[config.mk]
export PLATFORM = sky130hd
export DESIGN_NAME = sc_et_sng_ctrl
export DESIGN_NICKNAME = d
export VERILOG_FILES = /design/src/rtl/sc_et_sng_ctrl.sv
export SDC_FILE = /design/constraint.sdc
export NUM_CORES = 1
export LEC_CHECK = 0
export CAP_MARGIN = 20
export CORE_AREA = 2 2 106 108
export DETAILED_ROUTE_END_ITERATION = 10
export DIE_AREA = 0 0 108 110
export HOLD_SLACK_MARGIN = 0.06
export SYNTH_ARGS = -nofsm -noshare
export SYNTH_HDL_FRONTEND = slang
export SYNTH_SLANG_ARGS = --single-unit
export TNS_END_PERCENT = 20
[constraint.sdc]
create_clock -name clk -period 10.2 [get_ports clk]
set_clock_uncertainty 0.05 [all_clocks]
set_input_delay 1.02 -clock clk [delete_from_list [all_inputs] [get_ports clk]]
set_output_delay 1.02 -clock clk [all_outputs]
set_load 0.01 [all_outputs]
[src/rtl/sc_et_sng_ctrl.sv]
// Run controller for an LFSR SNG with progressive-precision early termination.
// Optional SC_ET_STATS_EN adds cycles_saved / runs_done statistics outputs.
module sc_et_sng_ctrl #(
   parameter int unsigned WIDTH = 8,
   parameter int unsigned OUT_W = 3
) (
   input  logic             clk,
   input  logic             rst,
   input  logic             start,
   input  logic [WIDTH-1:0] len,
   input  logic [WIDTH-1:0] thr,
   output logic             busy,
   output logic             sng_load,
   output logic             sng_en,
   input  logic             bit_in,
   input  logic             bit_vld,
   output logic             result_valid,
   input  logic             result_ack,
   output logic             result,
   output logic [WIDTH-1:0] ones_cnt,
   output logic [WIDTH-1:0] used_cnt
`ifdef SC_ET_STATS_EN
   ,
   output logic [31:0]      cycles_saved,
   output logic [31:0]      runs_done
`endif
);

   typedef enum logic [2:0] {
      S_IDLE,
      S_LOAD,
      S_RUN,
      S_DRAIN,
      S_DONE
   } state_e;

   localparam logic [OUT_W-1:0] OUT_MAX = '1;

   state_e           state_q;
   logic [WIDTH-1:0] len_q, thr_q;
   logic [WIDTH-1:0] ones_q, rcv_q, iss_q;
   logic [OUT_W-1:0] out_q, out_d;
   logic             busy_q, load_q, valid_q, res_q;
   logic [WIDTH-1:0] ones_cnt_q, used_cnt_q;

   logic             dec_hi, dec_lo, decided, acc;
   logic [WIDTH:0]   best;

   // Best reachable count if every remaining bit were a 1.
   assign best    = {1'b0, ones_q} + {1'b0, len_q} - {1'b0, rcv_q};
   assign dec_hi  = ones_q >= thr_q;
   assign dec_lo  = best < {1'b0, thr_q};
   assign decided = dec_hi | dec_lo;

   assign sng_en = (state_q == S_RUN) && !decided &&
                   (iss_q < len_q) && (out_q != OUT_MAX);

   // A zero-latency datapath returns its bit alongside the issuing cycle.
   assign acc   = bit_vld && ((out_q != '0) || sng_en);
   assign out_d = out_q + OUT_W'(sng_en) - OUT_W'(acc);

`ifdef SC_ET_STATS_EN
   logic [31:0] saved_q, runs_q;
   logic [32:0] saved_sum;

   assign saved_sum    = {1'b0, saved_q} + 33'(len_q - rcv_q);
   assign cycles_saved = saved_q;
   assign runs_done    = runs_q;
`endif

   always_ff @(posedge clk) begin
      if (rst) begin
         state_q    <= S_IDLE;
         len_q      <= '0;
         thr_q      <= '0;
         ones_q     <= '0;
         rcv_q      <= '0;
         iss_q      <= '0;
         out_q      <= '0;
         busy_q     <= 1'b0;
         load_q     <= 1'b0;
         valid_q    <= 1'b0;
         res_q      <= 1'b0;
         ones_cnt_q <= '0;
         used_cnt_q <= '0;
`ifdef SC_ET_STATS_EN
         saved_q    <= '0;
         runs_q     <= '0;
`endif
      end else begin
         unique case (state_q)
            S_IDLE: begin
               if (start) begin
                  len_q   <= len;
                  thr_q   <= thr;
                  ones_q  <= '0;
                  rcv_q   <= '0;
                  iss_q   <= '0;
                  out_q   <= '0;
                  busy_q  <= 1'b1;
                  load_q  <= 1'b1;
                  state_q <= S_LOAD;
               end
            end
            S_LOAD: begin
               load_q  <= 1'b0;
               state_q <= S_RUN;
            end
            S_RUN: begin
               out_q <= out_d;
               if (decided) begin
                  res_q      <= dec_hi;
                  ones_cnt_q <= ones_q;
                  used_cnt_q <= rcv_q;
                  state_q    <= S_DRAIN;
`ifdef SC_ET_STATS_EN
                  saved_q <= saved_sum[32] ? '1 : saved_sum[31:0];
`endif
               end else begin
                  iss_q <= iss_q + WIDTH'(sng_en);
                  if (acc) begin
                     rcv_q  <= rcv_q + 1'b1;
                     ones_q <= ones_q + WIDTH'(bit_in);
                  end
               end
            end
            S_DRAIN: begin
               out_q <= out_d;
               if (out_q == '0) begin
                  busy_q  <= 1'b0;
                  valid_q <= 1'b1;
                  state_q <= S_DONE;
`ifdef SC_ET_STATS_EN
                  runs_q <= (runs_q == '1) ? runs_q : runs_q + 1'b1;
`endif
               end
            end
            S_DONE: begin
               if (result_ack) begin
                  valid_q <= 1'b0;
                  state_q <= S_IDLE;
               end
            end
            default: state_q <= S_IDLE;
         endcase
      end
   end

   assign busy         = busy_q;
   assign sng_load     = load_q;
   assign result_valid = valid_q;
   assign result       = res_q;
   assign ones_cnt     = ones_cnt_q;
   assign used_cnt     = used_cnt_q;

endmodule

== Word level (Yosys, flattened, before mapping) ==
Index checks and enable logic that the tools add are counted.
Cells by class
  $add $sub $neg: 7
  $lt $le $gt $ge: 3
  eq/ne operators: 11
  multiplexer cells: 23
  bitwise logic cells: 1
  reductions and logical operators: 24
Operators by type and width (number)
  $mux W8: 6
  $pmux W8 S2: 3
  $add A8 B1 Y8: 2
  $mux W3: 5
  $pmux W3 S5: 1
  $ne A2 B2 Y1 const B: 6
  $reduce_bool A2 Y1: 5
  $add A8 B8 Y9: 1
  $lt A9 B8 Y1: 1
  $reduce_and A3 Y1: 3
  $sub A9 B8 Y9: 1
  $add A8 B1 Y8 const B: 1
  $ge A8 B8 Y1: 1
  $lt A8 B8 Y1: 1
  $reduce_and A2 Y1: 4
  $reduce_and A4 Y1: 2
  $eq A3 B2 Y1 const B: 2
  $logic_not A3 Y1: 2
  $pmux W1 S2: 3
  $pmux W3 S2: 1
  $logic_and A1 B1 Y1: 4
  $mux W1: 4
  $add A3 B1 Y3: 1
  $eq A3 B1 Y1 const B: 1
  other kinds (8): 8
Storage, ports and cells
  bits in registers: 66
  output and inout port bits: 21
  word-level logic and storage cells: 82

== Longest topological paths before layout ==
Gate-level depths: netlist of run 1.
  depth in word-level cells: 13
  depth in mapped cells: 27
  gate-level depth less buffers: 27

== Least setup slack after synthesis of run 1 ==
Ideal clock, no wire load.
  kind: register to register
  from: register ones_q[1]
  to: register out_q[2]
  library setup time: 132 ps
  arrival: 4908 ps
  path slack: 5110 ps
  cell stages (with the launch flop): 25
  path buffers: 0
  period minus slack after synthesis: 5090 ps
  cells stage by stage: dfxtp_1 > inv_1 > fa_1 > inv_1 > ha_1 > a21o_1 > a21oi_1 > o21bai_1 > a21oi_1 > o21ai_0 > xor2_1 > ha_1 > a2111o_1 > o31ai_4 > a21oi_4 > and3_1 > o21a_1 > ha_1 > inv_1 > ha_1 > fa_1 > xnor2_1 > a21oi_1 > nand2_1 > a21oi_1
Between the ends
  longest elaborated chain between the ends: 12
RTL lines
  from (decl): line 41  | logic [WIDTH-1:0] ones_q, rcv_q, iss_q;
  from (signal assigned): line 123  | ones_q <= ones_q + WIDTH'(bit_in);
  $add A8 B8 Y9: line 50  | assign best = {1'b0, ones_q} + {1'b0, len_q} - {1'b0, rcv_q};
  $sub A9 B8 Y9: line 50
  $lt A9 B8 Y1: line 52  | assign dec_lo = best < {1'b0, thr_q};
  $or A1 B1 Y1 (*): line 53  | assign decided = dec_hi | dec_lo;
  $logic_not A1 Y1 (*): line 55  | assign sng_en = (state_q == S_RUN) && !decided &&
  $logic_and A1 B1 Y1 (*) (2 in a row): line 55
  $logic_and A1 B1 Y1 (*): line 56  | (iss_q < len_q) && (out_q != OUT_MAX);
  net sng_en: line 14  | output logic sng_en,
  parallel branches: the longest is 2 deep, another holds $add A3 B1 Y3
  $sub A3 B1 Y3 (*): line 60  | assign out_d = out_q + OUT_W'(sng_en) - OUT_W'(acc);
  $pmux W3 S2 (*): line 91  | unique case (state_q)
  to (signal assigned): line 110  | out_q <= out_d;
  to (signal assigned): line 128  | out_q <= out_d;
  to (decl): line 42  | logic [OUT_W-1:0] out_q, out_d;
Mark *: on every way through the listed nets, which the timed path passes.
A chain may end at the register's enable or synchronous reset.

== Worst setup path after layout of run 1 ==
  from: register ones_q[1]
  to: output port sng_en
Between the ends
  longest elaborated chain between the ends: 8
RTL lines (line)
  $add A8 B8 Y9: 50
  $sub A9 B8 Y9: 50
  $lt A9 B8 Y1: 52
  $or A1 B1 Y1 (*): 53
  $logic_not A1 Y1 (*): 55
  $logic_and A1 B1 Y1 (*) (2 in a row): 55
  $logic_and A1 B1 Y1 (*): 56
  to (decl): 14
Every way passes the cells marked *; elsewhere a longest branch is shown, timed or not.

==> flow_summary.json, run 1 <==
{
  "p_int_mw": 0.476,
  "hold_buffers": 0,
  "p_leak_nw": 1.82,
  "ys_seq_elements": 66,
  "htreeDepth": 3,
  "syn_to_final_growth_pct": 18.9,
  "setup_viol": 0,
  "outcome": "complete, no violations",
  "nets": 547,
  "swShare_pct": 33.0,
  "min_period_ns": 5.71,
  "synth_ff_type": "dfxtp_1",
  "synth_fa_ha_area_share_pct": 16.8,
  "max_freq_ghz": 0.175,
  "startpoint_type": "register",
  "drt_wl_total_mm": 9.14,
  "clock_latency_ns": 0.34,
  "dr.pass1.iters": 4,
  "gp_congestion": 0.847,
  "diodes": 0,
  "setup_tns_ns": 0,
  "core_area_sq_um": 10700,
  "final_cell_mix": "66 x dfxtp_1, 48 x inv_1, 46 x nand2_1",
  "peakVddDrop_uv": 77.6,
  "finish.utilization_pct": 43.3,
  "p_sw_mw": 0.235,
  "power_density_nw_per_um2": 153,
  "synthArstFlopShare_pct": 0,
  "fp.dieW_microns": 108,
  "synth_edf_count": 0,
  "seqPwrFrac_pct": 38.8,
  "relSlewSlack_pct": 26.8,
  "synthSimpleGateAreaFrac_pct": 16.0,
  "clkTransAtPathRegs_ns": 0.07,
  "synth_top_family_by_area": "compound AO/OA/AOI/OAI gates",
  "gr-total-overflow": 0,
  "num_vias": 3221,
  "synth-compound-area-share_pct": 23.9,
  "worstPathArrival_ns": 4.64,
  "drive_gt1_share_pct": 6.64,
  "grt_pass1_wl_mm": 15.2,
  "dp_hpwl_mm": 7.08,
  "cts_made_buffers": 9,
  "worstPathRequired_ns": 9.13,
  "final_common_cell": "dfxtp_1",
  "post-cts-setup-buffers": 0,
  "syn_inst": 437,
  "share_comb_of_total_power_pct": 31.1,
  "via_per_inst": 5.18,
  "io_buffers": 42,
  "ys_types": 58,
  "grt_max_degree": 35,
  "fillers": 1075,
  "cts_buffer_depth": 2,
  "grt_pass1_vias": 3070,
  "worst_pin_slew_ns": 1.10,
  "antenna_found_initial": 0,
  "io_pins": 43,
  "drt_iter0_drc": 135,
  "route.detailed.drc": 0,
  "die_h_microns": 110,
  "clock_power_share_pct": 30.1,
  "cts_tree": "built",
  "synth.area.mux_share_pct": 0.546,
  "cts.sinks": 66,
  "grt_usage_pct": 16.5,
  "hold_violations": 0,
  "min_period_over_period_pct": 56.0,
  "synth_seq_area_share_pct": 33.9,
  "drv_cap": 0,
  "rsz0062_at_grt": "no",
  "cts-resized-gates": 0,
  "crit_type": "reg2out",
  "ant_nets": 0,
  "start_util_pct": 36.4,
  "hp-class": "reg2reg",
  "syn_area_sq_um": 3890,
  "std_cell_rows": 38,
  "cts_root_buf": "clkbuf_8",
  "end_kind": "output pin",
  "ys_warn_count": 0,
  "postSynthAreaPerCell_sq_um": 8.91,
  "cp_max_fo": 6,
  "syn_nets": 506,
  "dieArea_sq_um": 11900,
  "slew_violations": 0,
  "synth_xor_area_share_pct": 2.28,
  "routedWlPerCell_microns": 14.7
}
## final timing paths
kind | startpoint | to | slack (ns) | depth (start not counted)
worst min register to register | len_q[5]$_SDFFE_PP0P_ | len_q[5]$_SDFFE_PP0P_ | 0.41 | 2
worst max-delay path | ones_q[1]$_SDFFE_PP0P_ | sng_en | 4.49 | 16
worst max register to register | ones_q[1]$_SDFFE_PP0P_ | out_q[2]$_SDFFE_PP0P_ | 4.70 | 24
worst min-delay path | len_q[5]$_SDFFE_PP0P_ | len_q[5]$_SDFFE_PP0P_ | 0.41 | 2
## cell type report
| class | instances | area [sq um] | area share (%) |
|---|---|---|---|
| multi-input cells | 308 | 2320 | 50.2 |
| flip-flops and latches | 66 | 1320 | 28.5 |
| repair buffers | 45 | 443 | 9.57 |
| inverters | 48 | 180 | 3.89 |
| well taps | 140 | 175 | 3.78 |
| clock buffers | 12 | 145 | 3.14 |
| clock inverters | 3 | 40.0 | 0.865 |
## metrics by stage
stage / instance area, sq um / total power, mW / std cells / worst slack [ns] / hold WS [ns]
floorplan: 3890 / 0.449 / 437 / 5.11 / 0.386
global placement: 4440 / 0.494 / 607 / 4.93 / 0.396
detailed placement: 4440 / 0.502 / 607 / 4.73 / 0.398
CTS: 4630 / 0.718 / 622 / 4.49 / 0.408
global route: 4630 / 0.756 / 622 / 4.19 / 0.426
finish: 4630 / 0.710 / 622 / 4.49 / 0.405
## per-layer routing
metal  wire [microns]  up-vias  GRT usage, %  share of wire (%)
li1                 -     1633             -                  -
met1             4500     1506          21.4                 49
met2             4120       71          27.0                 45
met3              371       11          3.94                4.1
met4              140        0          5.77                1.5
met5                0        -             0                  0
## sequential cells by signal, indices dropped and copies added (netlist names)
name / cells
iss_q: 8
len_q: 8
ones_cnt: 8
ones_q: 8
rcv_q: 8
thr_q: 8
used_cnt: 8
out_q: 3
state_q: 3
busy: 1
result: 1
result_valid: 1
sng_load: 1
## synth_stat cells (all sizes together), types with 7 or more instances
cell type  count  area [sq um]
ha            38           475
nand2         46           173
and3          12          75.1
inv           48           180
a31oi         26           169
o21ai         12          60.1
a22o          19           166
fa             9           180
a21oi         38           205
nand3          7          35.0
dfxtp         66          1320
o21a           9          67.6
nor2          16          60.1
clkbuf         9          33.8
nand2b        15          93.8
## critical path, stage by stage, from the launching register on
cell             delay, ns
dfxtp_1               0.43
inv_1                 0.09
fa_1                  0.55
inv_1                 0.06
ha_1                  0.29
a21o_1                0.15
a21oi_1               0.21
o21bai_1              0.09
a21oi_1               0.21
o21ai_0               0.15
xor2_1                0.16
ha_1                  0.21
a2111o_1              0.40
o31ai_4               0.40
a21oi_4               0.15
and3_1                0.24
clkdlybuf4s50_1       0.49
## power groups by stage
stage	sequential, mW	combinational [mW]	clock (mW)
5_1_grt	0.277	0.246	0.233
2_1_floorplan	0.278	0.171	0
6_report	0.276	0.221	0.213
3_3_place_gp	0.281	0.213	0
3_5_place_dp	0.282	0.220	0
4_1_cts	0.276	0.222	0.220
## kinds of logic (layout without fill, tap and decap cells)
kind of cell | after synthesis | after routing
buf+inv | 63 | 108
simple gates | 123 | 123
fa+ha+maj | 47 | 47
compound gates | 128 | 128
mux | 2 | 2
flops | 66 | 66
xor+xnor | 8 | 8
(Power assumes the default switching activity.)
==> run 2, diff against run 1 <==
==> constraint.sdc (replaced) <==
create_clock -name clk -period 5.5 [get_ports clk]
set_clock_uncertainty 0.05 [all_clocks]
set_input_delay 0.55 -clock clk [delete_from_list [all_inputs] [get_ports clk]]
set_output_delay 0.55 -clock clk [all_outputs]
set_load 0.01 [all_outputs]
==> run 2 against run 1 <==
  * Clock power rose by 110%
  * Worst hold slack improved by 0.0018 ns
  * Via count rose by 0.59%
  * Die area did not move
  * Combinational power rose by 100%
  * Register-to-register slack got worse by 4.3 ns
  * Largest power group unchanged
==> flow_summary.json, run 2 (same netlist as run 1, synthesis figures left out) <==
{
  "min_period_ns": 5.12,
  "syn_to_final_growth_pct": 21.2,
  "gp_congestion": 0.809,
  "slew_violations": 0,
  "std_cell_rows": 38,
  "cts_tree": "built",
  "dp_hpwl_mm": 7.05,
  "drv_cap": 0,
  "dieArea_sq_um": 11900,
  "hp-class": "reg2reg",
  "worst_pin_slew_ns": 1.07,
  "cts_root_buf": "clkbuf_8",
  "outcome": "complete, no violations",
  "diodes": 0,
  "fp.dieW_microns": 108,
  "p_leak_nw": 1.87,
  "hold_violations": 0,
  "final_cell_mix": "65 x dfxtp_1, 48 x inv_1, 46 x nand2_1",
  "antenna_found_initial": 0,
  "rsz0062_at_grt": "no",
  "crit_type": "reg2reg",
  "num_vias": 3240,
  "die_h_microns": 110,
  "ant_nets": 0,
  "dr.pass1.iters": 4,
  "hold_buffers": 0,
  "cts.sinks": 66,
  "drt_wl_total_mm": 9.12,
  "grt_pass1_wl_mm": 15.6,
  "peakVddDrop_uv": 142,
  "cts_made_buffers": 9,
  "cp_max_fo": 4,
  "worstPathRequired_ns": 5.73,
  "io_pins": 43,
  "relSlewSlack_pct": 28.5,
  "worstPathArrival_ns": 5.36,
  "grt_usage_pct": 16.9,
  "htreeDepth": 3,
  "reg2reg_setup_slack_ns": 0.38,
  "drive_gt1_share_pct": 9.02,
  "nets": 552,
  "clock_latency_ns": 0.35,
  "setup_tns_ns": 0,
  "clkTransAtPathRegs_ns": 0.08,
  "via_per_inst": 5.16,
  "gr-total-overflow": 0,
  "final_common_cell": "dfxtp_1",
  "core_area_sq_um": 10700,
  "start_util_pct": 36.4,
  "drt_iter0_drc": 161,
  "io_buffers": 42,
  "max_freq_ghz": 0.195,
  "setup_viol": 0,
  "grt_pass1_vias": 3220,
  "min_period_over_period_pct": 93.1,
  "startpoint_type": "register",
  "route.detailed.drc": 0,
  "power_density_nw_per_um2": 299,
  "cts_buffer_depth": 2,
  "end_kind": "register",
  "finish.utilization_pct": 44.1,
  "routedWlPerCell_microns": 14.5,
  "grt_max_degree": 35
}
[run 2: worst max-delay path: stages (launching register included)]
cell and delay [ns]:
dfxtp_1 0.35, inv_1 0.09, fa_1 0.54, inv_1 0.04
ha_1 0.33, nor2b_1 0.16, o31a_2 0.33, o21a_1 0.18
nor2_1 0.11, xnor2_1 0.08, ha_1 0.20, a2111o_1 0.34
o31ai_4 0.38, a21oi_4 0.08, and3_2 0.23, o21a_1 0.19
ha_1 0.26, inv_1 0.04, ha_1 0.19, fa_1 0.41
xnor2_2 0.16, a21oi_1 0.14, nand2_1 0.06, a21oi_1 0.11
[run 2: worst paths after layout]
check / from / endpoint / cells after the start
setup reg to reg: len_q[2]$_SDFFE_PP0P_ / out_q[2]$_SDFFE_PP0P_ / 23
hold reg to reg: thr_q[7]$_SDFFE_PP0P_ / thr_q[7]$_SDFFE_PP0P_ / 2
hold / removal: thr_q[7]$_SDFFE_PP0P_ / thr_q[7]$_SDFFE_PP0P_ / 2
setup / recovery: len_q[2]$_SDFFE_PP0P_ / out_q[2]$_SDFFE_PP0P_ / 23
[run 2: final cells by class]
cell class	instances	area (sq um)
Clock buffer	11	141
Clock inverter	5	77.6
Fill cell	1077	5980
Inverter	48	180
Multi-Input combinational cell	308	2340
Sequential cell	66	1320
Tap cell	140	175
Timing Repair Buffer	50	480
[run 2: repair_timing]
| item | in CTS | in global routing |
|---|---|---|
| resized for setup | 0 | 5 |
| endpoints found under the setup margin | 0 | 2 |
| setup buffers | 0 | 3 |
[run 2: layer usage]
layer,track usage [%],vias to the layer above,routed length (microns)
met5,0,-,0
met4,5.59,0,87
met3,2.94,9,401
met2,27.1,72,4070
met1,23.1,1513,4560
li1,-,1646,-
[run 2: metrics by stage]
step,cell area [sq um],setup WS (ns),total power [mW],instances,hold slack [ns]
global route,4720,0.00943,1.50,628,0.431
CTS,4680,0.180,1.40,625,0.408
finish,4720,0.379,1.41,628,0.407
floorplan,3890,0.410,0.832,437,0.386
global placement,4460,0.327,0.936,609,0.395
detailed placement,4460,0.198,0.940,609,0.397
[run 2: power by group]
part	switching, mW	internal (mW)	total, mW	leakage, nW
registers	0.0160	0.495	0.511	0.535
clock network	0.189	0.266	0.455	0.109
logic	0.252	0.194	0.446	1.22
total	0.457	0.955	1.41	1.87
==> run 3, diff against run 2 <==
--- a/config.mk
+++ b/config.mk
@@ -5,11 +5,13 @@
 export SDC_FILE = /design/constraint.sdc
 export NUM_CORES = 1
 export LEC_CHECK = 0
+export ABC_AREA = 0
 export CAP_MARGIN = 20
 export CORE_AREA = 2 2 106 108
 export DETAILED_ROUTE_END_ITERATION = 10
 export DIE_AREA = 0 0 108 110
 export HOLD_SLACK_MARGIN = 0.06
+export SKIP_LAST_GASP = 1
 export SYNTH_ARGS = -nofsm -noshare
 export SYNTH_HDL_FRONTEND = slang
 export SYNTH_SLANG_ARGS = --single-unit
==> results of run 3 <==
The final DEF is identical to that of run 2; final timing and power are the same.
